--- config.mk ---
export PLATFORM = sky130hd
export DESIGN_NAME = mu_bus_arbiter
export DESIGN_NICKNAME = d
export VERILOG_FILES = /design/src/rtl/mu_bus_arbiter.sv
export SDC_FILE = /design/constraint.sdc
export NUM_CORES = 1
export LEC_CHECK = 0
export BUFFER_PORTS_ARGS = -buffer_cell sky130_fd_sc_hd__buf_2
export CAP_MARGIN = 30
export CORE_AREA = 5 5 158 160
export CTS_CLUSTER_SIZE = 25
export DETAILED_ROUTE_END_ITERATION = 10
export DIE_AREA = 0 0 163 165
export GPL_TIMING_DRIVEN = 0
export PLACE_DENSITY = 0.75
export SLEW_MARGIN = 25
export SYNTH_ARGS = -nofsm -noshare
export SYNTH_HDL_FRONTEND = slang
export SYNTH_SLANG_ARGS = --single-unit
export TNS_END_PERCENT = 5
--- constraint.sdc ---
create_clock -name clk -period 1.65 [get_ports clk]
set_input_delay 0 -clock clk [delete_from_list [all_inputs] [get_ports clk]]
set_output_delay 0 -clock clk [all_outputs]
set_load 0.02 [all_outputs]
--- src/rtl/mu_bus_arbiter.sv ---
// mu_bus_arbiter: shares the single MemoryUnit request port between the CPU
// and a second bus master (DMA/blitter). Each master gets a one-deep request
// latch and a private busy/q pair; requests are serialised onto the
// MemoryUnit start/busy handshake by a three-state FSM.
module mu_bus_arbiter #(
  parameter int ADDR_W       = 27,
  parameter int DATA_W       = 32,
  parameter int CPU_PRIORITY = 1,
  parameter int STARVE_LIMIT = 4
) (
  input  logic              clk,
  input  logic              reset,
  input  logic              mu_init_done,
  input  logic              cpu_start,
  input  logic [ADDR_W-1:0] cpu_address,
  input  logic [DATA_W-1:0] cpu_data,
  input  logic              cpu_we,
  output logic              cpu_busy,
  output logic [DATA_W-1:0] cpu_q,
  input  logic              dma_start,
  input  logic [ADDR_W-1:0] dma_address,
  input  logic [DATA_W-1:0] dma_data,
  input  logic              dma_we,
  output logic              dma_busy,
  output logic [DATA_W-1:0] dma_q,
  output logic              mu_start,
  output logic [ADDR_W-1:0] mu_address,
  output logic [DATA_W-1:0] mu_data,
  output logic              mu_we,
  input  logic              mu_busy,
  input  logic [DATA_W-1:0] mu_q,
  output logic              grant_dma
);

  typedef enum logic [1:0] {
    ST_IDLE  = 2'd0,
    ST_ISSUE = 2'd1,
    ST_WAIT  = 2'd2
  } state_t;

  localparam logic [3:0] LP_LIMIT = 4'(STARVE_LIMIT);

  state_t            r_state;
  state_t            w_state_next;
  logic              r_mu_start;
  logic [ADDR_W-1:0] r_mu_address;
  logic [DATA_W-1:0] r_mu_data;
  logic              r_mu_we;
  logic              r_grant_dma;
  logic [3:0]        r_starve_cnt;
  logic              r_settle;
  logic              r_init_done;

  // Master 0 is the CPU, master 1 the DMA; both share one latch template.
  logic              w_start    [2];
  logic [ADDR_W-1:0] w_addr     [2];
  logic [DATA_W-1:0] w_data     [2];
  logic              w_we       [2];
  logic              w_owner    [2];
  logic [1:0]        w_pend;
  logic [ADDR_W-1:0] w_lat_addr [2];
  logic [DATA_W-1:0] w_lat_data [2];
  logic              w_lat_we   [2];
  logic [DATA_W-1:0] w_q        [2];
  logic              w_pick_dma;
  logic              w_decide;
  logic              w_done;

  assign w_start[0] = cpu_start;
  assign w_start[1] = dma_start;
  assign w_addr[0]  = cpu_address;
  assign w_addr[1]  = dma_address;
  assign w_data[0]  = cpu_data;
  assign w_data[1]  = dma_data;
  assign w_we[0]    = cpu_we;
  assign w_we[1]    = dma_we;
  assign w_owner[0] = ~r_grant_dma;
  assign w_owner[1] = r_grant_dma;

  // A grant decision is taken in IDLE only; the cycle right after a
  // completion is skipped so that the just-served master, whose re-request
  // is accepted as its busy drops, competes in the decision.
  assign w_decide = (r_state == ST_IDLE) & r_init_done & ~r_settle & (|w_pend);
  assign w_done   = (r_state == ST_WAIT) & ~mu_busy;

  genvar gi;
  generate
    for (gi = 0; gi < 2; gi++) begin : g_master
      logic              r_pend;
      logic [ADDR_W-1:0] r_addr;
      logic [DATA_W-1:0] r_data;
      logic              r_we;
      logic [DATA_W-1:0] r_q;

      // Request latch: capture when idle, release when its transaction completes
      always_ff @(posedge clk) begin
        if (reset) begin
          r_pend <= 1'b0;
          r_addr <= '0;
          r_data <= '0;
          r_we   <= 1'b0;
        end else if (w_done && w_owner[gi]) begin
          r_pend <= 1'b0;
        end else if (w_start[gi] && !r_pend) begin
          r_pend <= 1'b1;
          r_addr <= w_addr[gi];
          r_data <= w_data[gi];
          r_we   <= w_we[gi];
        end
      end

      // Result register, held until this master's next completion
      always_ff @(posedge clk) begin
        if (reset) begin
          r_q <= '0;
        end else if (w_done && w_owner[gi]) begin
          r_q <= mu_q;
        end
      end

      assign w_pend[gi]     = r_pend;
      assign w_lat_addr[gi] = r_addr;
      assign w_lat_data[gi] = r_data;
      assign w_lat_we[gi]   = r_we;
      assign w_q[gi]        = r_q;
    end
  endgenerate

  // Winner selection: priority-with-starvation-guard or alternating
  always_comb begin
    w_pick_dma = 1'b0;
    if (CPU_PRIORITY != 0) begin
      w_pick_dma = w_pend[1] & (~w_pend[0] | (r_starve_cnt == LP_LIMIT));
    end else begin
      w_pick_dma = w_pend[1] & (~w_pend[0] | ~r_grant_dma);
    end
  end

  // FSM state register
  always_ff @(posedge clk) begin
    if (reset) begin
      r_state <= ST_IDLE;
    end else begin
      r_state <= w_state_next;
    end
  end

  // FSM next-state logic
  always_comb begin
    w_state_next = r_state;
    case (r_state)
      ST_IDLE:  if (w_decide) w_state_next = ST_ISSUE;
      ST_ISSUE: if (mu_busy)  w_state_next = ST_WAIT;
      ST_WAIT:  if (!mu_busy) w_state_next = ST_IDLE;
      default:  w_state_next = ST_IDLE;
    endcase
  end

  // Registered MemoryUnit request; fields load only on a grant decision
  always_ff @(posedge clk) begin
    if (reset) begin
      r_mu_start   <= 1'b0;
      r_mu_address <= '0;
      r_mu_data    <= '0;
      r_mu_we      <= 1'b0;
      r_grant_dma  <= 1'b0;
    end else begin
      r_mu_start <= (w_state_next == ST_ISSUE);
      if (w_decide) begin
        r_grant_dma  <= w_pick_dma;
        r_mu_address <= w_lat_addr[w_pick_dma];
        r_mu_data    <= w_lat_data[w_pick_dma];
        r_mu_we      <= w_lat_we[w_pick_dma];
      end
    end
  end

  // Count CPU grants that overtake a waiting DMA request, saturating
  always_ff @(posedge clk) begin
    if (reset) begin
      r_starve_cnt <= 4'd0;
    end else if (!w_pend[1]) begin
      r_starve_cnt <= 4'd0;
    end else if (w_decide) begin
      if (w_pick_dma) begin
        r_starve_cnt <= 4'd0;
      end else if (r_starve_cnt != LP_LIMIT) begin
        r_starve_cnt <= r_starve_cnt + 4'd1;
      end
    end
  end

  // Post-completion hold flag and registered init-done qualifier
  always_ff @(posedge clk) begin
    if (reset) begin
      r_settle    <= 1'b0;
      r_init_done <= 1'b0;
    end else begin
      r_settle    <= w_done;
      r_init_done <= mu_init_done;
    end
  end

  assign cpu_busy   = w_pend[0];
  assign dma_busy   = w_pend[1];
  assign cpu_q      = w_q[0];
  assign dma_q      = w_q[1];
  assign mu_start   = r_mu_start;
  assign mu_address = r_mu_address;
  assign mu_data    = r_mu_data;
  assign mu_we      = r_mu_we;
  assign grant_dma  = r_grant_dma;

endmodule

==> reports/metrics.yaml, run 1 <==
logic_synthesis:
  yosys.area.top_type: "dfxtp_1"
  yosysTopAreaCellShare_pct: 46.6
  synth_edf_count: 0
  netlist_area_um2: 11000
  synth_cell_types: 38
  synthCells: 1223
  synth_flop_cell: "dfxtp_1"
  ys_ff_latch: 256
  synthTopCellsByArea: "dfxtp_1 (47%), nand2b_1 (14%), mux2i_1 (11%), a21oi_1 (5.8%), a311oi_1 (4.9%)"
  synth.avg_cell_area_um2: 8.99
  yosysWarnings: 0
  ys_seq_area_share_pct: 46.6
  async_flop_share_pct: 0
  syn_nets: 1383
layout:
  final_area_um2: 15900
  final_cell_mix: "buf_2 (288), dfxtp_1 (250), nand2b_1 (241)"
  final_common_cell: "buf_2"
  final_nets: 1867
  layout-drive-gt1-share_pct: 25.7
  syn_to_final_growth_pct: 44.8
  num-fill-cells: 1777
global_routing:
  overflow: 0
  use_met2_pct: 46.3
  grtUsageMet3_pct: 5.62
  grt_max_degree: 15
  grt_busiest_layer: "met2"
  grt_pass1_vias: 11200
  grt_first_pass_wirelength_um: 58500
  grt_util_all_layers_pct: 26.9
  antenna_found_initial: 0
  grtUsageMet1_pct: 32.2
worst_setup_path:
  slowest_stage: "clkbuf_1"
  cp-end-kind: "flop"
  crit_start: "r_state[0]"
  r2r_cells: 6
  r2r-start: "r_state[0]"
  cp-start-kind: "flop"
  path_cells: "buf_4, nor4b_4, buf_4, clkbuf_1, nand2_1, a21oi_1"
  required_ns: 2.11
  criticalPathCategory: "flop to flop"
  arrival_ns: 2.19
  slowest_delay_ns: 0.39
  crit_fanout: 10
  cp_common_cell: "buf_4"
power:
  irDropWorstVdd_uv: 618
  p_per_area_nw_per_um2: 931
  leakage_nw: 6.47
  power.total_mw: 14.8
place:
  port_buffers: 285
  hpwl_um: 24500
  gp_congestion: 0.874
  placed_cell_area_um2: 12800
detailed_routing:
  drc_errors: 0
  wirelength_um: 38100
  drtPass1Iterations: 5
  ant_nets: 0
  first_iter_violations: 926
  vias: 11000
  viasPerCell: 5.35
  wl_per_cell_um: 18.6
min_path:
  worstHoldPathCells: 4
  hp-class: "primary input to flop"
  min-delay-start: "reset"
sta:
  slew_headroom_pct: 50.1
  finalClockSkew_ns: 0.0127
  post-route-period-util_pct: 105
  fmax_mhz: 577
  min_period_ns: 1.73
  finalMaxSlewViolations: 0
  setup_violations: 7
  tightest_slew_ns: 0.749
  fin_ws_ns: -0.0840
  report.final.hold_viol_count: 0
  rsz0062_at_grt: "yes"
die:
  initial_core_util_pct: 47.3
  row_count: 56
  chipWidth_um: 163
  coreArea_um2: 23300
  ioPinCount: 286
  die_area_um2: 26900
  die_y_um: 165
cts:
  clockBufferDepth: 3
  cts_inserted_buffers: 27
  cts-root-buf: "clkbuf_16"
  cts_tree: "yes"
  clock_latency_ns: 0.54
  clk_pin_slew_ns: 0.06
  clock_sinks: 256
  ctsHtreeMaxLevel: 1
job:
  cap_violations: 0
outcome:
  violations: "setup timing"
  status: "finished with violations"
[cell type report]
class	instances	area, um2	area share [%]
multi-input cells	843	5420	34.1
flip-flops and latches	256	5140	32.3
repair buffers	460	3250	20.4
plain buffers	116	841	5.28
clock buffers	38	767	4.82
well taps	319	399	2.51
clock inverters	10	91.3	0.573
inverters	3	11.3	0.0707
diodes	2	5.00	0.0314
[critical path, delay by kind of cell, from the launching register on]
kind,cells,cell delay [ns]
buf+inv,3,0.73
flops,1,0.37
simple gates,2,0.36
compound gates,1,0.18
[routing by layer]
layer  wire, um  share of wire [%]
met2      18400                 48
met4       1670                4.4
met3       2760                7.3
met1      15300                 40
met5          0                  0
[state kept, by name (all words and copies together) (netlist names)]
name             cells
g_master.r_addr     54
cpu_busy             1
grant_dma            1
dma_q               32
mu_data             32
r_settle             1
dma_busy             1
r_init_done          1
r_starve_cnt         4
g_master.r_data     64
r_state              2
mu_we                1
mu_start             1
mu_address          27
g_master.r_we        2
cpu_q               32
[synthesized netlist by cell type (2+ instances only)]
cell type and n:
a21oi_1 128, a311oi_1 61, buf_2 23, buf_4 6, buf_6 6, clkbuf_1 85, dfxtp_1 256, ha_1 2
inv_1 3, mux2i_1 120, nand2_1 130, nand2b_1 242, nand3_1 62, nand4_1 2, nor2_1 5, nor2b_1 3
nor3_1 2, nor3b_1 4, o21ai_0 61, o21ai_1 2, o22ai_1 2, or3_1 2
[logic make-up after synthesis]
logic type,Yosys count,share of synthesized area [%]
adders and majority gates,2,0.228
buffers and inverters,124,5.12
muxes,120,10.9
AOI/OAI and AO/OA,256,13.8
DFF,256,46.6
and+or+nand+nor,464,23.2
xor gates and xnor gates,1,0.0797
[stage by stage]
stage	cells	utilization [%]	hold slack [ns]	TNS (ns)	worst slack, ns
2_1_floorplan	1223	-	0.0767	0	0.0204
6_report	2047	68.5	0.176	-0.182	-0.0840
4_1_cts	2046	67.9	0.119	-0.889	-0.0549
3_3_place_gp	1827	55.1	0.215	-64.72	-0.637
3_5_place_dp	1827	55.1	0.218	-72.13	-0.647
5_1_grt	2045	68.4	0.184	-6.36	-0.116
[final timing paths]
| check | endpoint | slack (ns) |
|---|---|---|
| hold reg to reg | cpu_q[31] | 0.45 |
| setup reg to reg | cpu_q[20] | -0.08 |
| setup / recovery | cpu_q[20] | -0.08 |
| hold / removal | g_master[0].r_data[20] | 0.18 |
[where the power goes]
part	switching, mW	leakage [nW]	internal, mW
clock	2.55	0.419	3.40
combinational	1.12	3.96	1.10
sequential	0.183	2.09	6.49
[timing repair]
item | 4_1_cts | 5_1_grt
buffers inserted | 12 | 1
hold buffers | 157 | 0
cloned | 5 | 0
setup endpoints to repair | 243 | 223
pin swaps | 6 | 34
gates resized for setup | 130 | 65
endpoints found under the hold margin | 193 | 0
Note: power is estimated with default switching activity, not from simulation.
==> run 2, diff against run 1 <==
Settings changed: CORE_AREA 5 5 158 160 to 3 3 149 151, DIE_AREA 0 0 163 165 to 0 0 152 154, PLACE_DENSITY 0.75 to 0.79.
Clock period 1.65 ns to 1.9 ns, I/O delays scaled along.
==> run 2 against run 1 <==
  * The flow now finishes without violations
  * Die area fell by 13%
  * Clock power is 16% lower
  * Cell area decreased by 3.6%
  * Critical path type unchanged
  * Clock-buffer cell count down 6
  * Setup slack improved by 0.11 ns
  * Utilization rose by 4.8 points
  * Highest routed layer unchanged
  * Non-clock buffer count is 9 lower
  * Final cell count fell by 2.6%
  * Sequential power shrank 13%
  * Sequential share of layout area up 1.1 points
==> reports/metrics.yaml, run 2 (synthesized netlist as in run 1, its figures left out) <==
power:
  irDropWorstVdd_uv: 604
  clkPwrFrac_pct: 39.7
  seq_power_share_pct: 46.0
  power.total_mw: 12.6
  p_sw_share_pct: 26.6
  power.net_switching_mw: 3.34
  comb_power_share_pct: 14.3
  leakage_nw: 6.29
  p_per_area_nw_per_um2: 819
  p_int_mw: 9.24
sta:
  setup_violations: 0
  post-route-period-util_pct: 98.5
  finalMaxSlewViolations: 0
  min_period_ns: 1.87
  report.final.hold_viol_count: 0
  rsz0062_at_grt: "yes"
  slew_headroom_pct: 48.0
  fmax_mhz: 534
  tightest_slew_ns: 0.780
  finalClockSkew_ns: 0.0177
  fin_setup_tns_ns: 0
worst_setup_path:
  cp-end-kind: "flop"
  path_cells: "buf_2, nor2_1, nor2_8, buf_12, buf_6, a311oi_1"
  slowest_delay_ns: 0.49
  r2r_cells: 6
  r2r-start: "cpu_busy"
  path_delay_family: "simple AND/OR/NAND/NOR gates"
  cp-start-kind: "flop"
  criticalPathCategory: "flop to flop"
  required_ns: 2.32
  critPathBufInv: 3
  worstReg2RegEnd: "mu_data[21]"
  arrival_ns: 2.29
  crit_fanout: 10
  r2r_slack_ns: 0.03
  slowest_stage: "nor2_1"
detailed_routing:
  viasPerCell: 5.51
  vias: 11000
  wl_per_cell_um: 18.2
  wirelength_um: 36200
  first_iter_violations: 746
  drtPass1Iterations: 7
  drc_errors: 0
  ant_nets: 0
layout:
  final_nets: 1858
  syn_to_final_growth_pct: 39.7
  largest_reg_flops: 64
  layout-drive-gt1-share_pct: 24.1
  final_area_um2: 15400
  num-fill-cells: 1479
  final_cell_mix: "buf_2 (297), dfxtp_1 (255), nand2b_1 (241)"
  final_common_cell: "buf_2"
  top_register: "g_master.r_data"
  n_antenna_cell: 0
  largestRegisters: "g_master.r_data (64), g_master.r_addr (54)"
die:
  ioPinCount: 286
  coreArea_um2: 21000
  row_count: 53
  chipWidth_um: 152
  initial_core_util_pct: 52.5
  die_area_um2: 23400
  die_y_um: 154
global_routing:
  grt_pass1_vias: 10900
  overflow: 0
  grt_first_pass_wirelength_um: 57200
  grt_max_degree: 16
  grt_util_all_layers_pct: 29.3
  antenna_found_initial: 0
min_path:
  hp-class: "primary input to flop"
  worstHoldPathCells: 3
  min_to: "r_init_done"
  min-delay-start: "mu_init_done"
cts:
  clk_pin_slew_ns: 0.06
  clock_sinks: 256
  ctsHtreeMaxLevel: 1
  clock_latency_ns: 0.54
  cts_inserted_buffers: 27
  cts_tree: "yes"
  cts-root-buf: "clkbuf_16"
  clockBufferDepth: 3
place:
  port_buffers: 285
  gp_congestion: 0.891
  hpwl_um: 23300
  placed_cell_area_um2: 12800
job:
  cap_violations: 0
outcome:
  status: "completed"
[run 2: cell type report]
cell class | count | area (um2) | share of cell area, %
Buffer | 117 | 623 | 4.06
Clock buffer | 32 | 724 | 4.72
Clock inverter | 18 | 115 | 0.749
Inverter | 3 | 11.3 | 0.0733
Multi-Input combinational cell | 843 | 5320 | 34.6
Sequential cell | 256 | 5130 | 33.4
Tap cell | 275 | 344 | 2.24
Timing Repair Buffer | 450 | 3100 | 20.2
[run 2: through the flow]
step / util (%) / hold slack, ns / instances / setup WS [ns]
after floorplan: - / 0.0767 / 1223 / 0.270
after global placement: 60.9 / 0.230 / 1783 / -0.280
after detailed placement: 60.9 / 0.241 / 1783 / -0.306
after CTS: 72.6 / 0.222 / 1989 / 0.0241
after global routing: 73.3 / 0.253 / 1994 / -0.0444
final: 73.3 / 0.249 / 1994 / 0.0284
[run 2: worst max path at each step]
| stage | start | endpoint | slack [ns] | depth (start not counted) |
|---|---|---|---|---|
| after global routing | dma_busy | mu_address[20] | -0.04 | 5 |
| final | cpu_busy | mu_data[21] | 0.03 | 6 |
| after CTS | cpu_busy | mu_address[17] | 0.02 | 6 |
| after global placement | dma_busy | mu_address[16] | -0.28 | 5 |
| after floorplan | grant_dma | cpu_q[10] | 0.27 | 5 |
| after detailed placement | dma_busy | mu_address[3] | -0.31 | 5 |
[run 2: per-layer routing]
metal | track usage, % | wire [um] | share of wire, % | vias to the layer above
met2 | 50.1 | 17500 | 48 | 527
met3 | 4.59 | 2530 | 7.0 | 91
li1 | - | - | - | 5161
met5 | 0 | 0 | 0 | -
met1 | 37.9 | 14900 | 41 | 5207
met4 | 10.1 | 1210 | 3.3 | 0
[run 2: repair_timing]
item                       CTS  global route
hold endpoints to repair   193             0
resized for setup           26            53
setup endpoints to repair  121           155
buffers inserted             0             6
hold buffers               157             0
pin swaps                    0             4
cloned                       0             2
[run 2: worst reg2reg max path: stages, from the launching register on]
cell	delay, ns
dfxtp_1	0.34
buf_2	0.19
nor2_1	0.49
nor2_8	0.09
buf_12	0.16
buf_6	0.14
a311oi_1	0.34
[run 2: power groups by stage]
stage	logic (mW)	clock network, mW	registers, mW
final	1.80	4.99	5.79
after global routing	1.93	5.26	5.81
after CTS	1.72	5.04	5.78
after detailed placement	1.46	0	5.89
after global placement	1.43	0	5.89
after floorplan	0.815	0	5.97
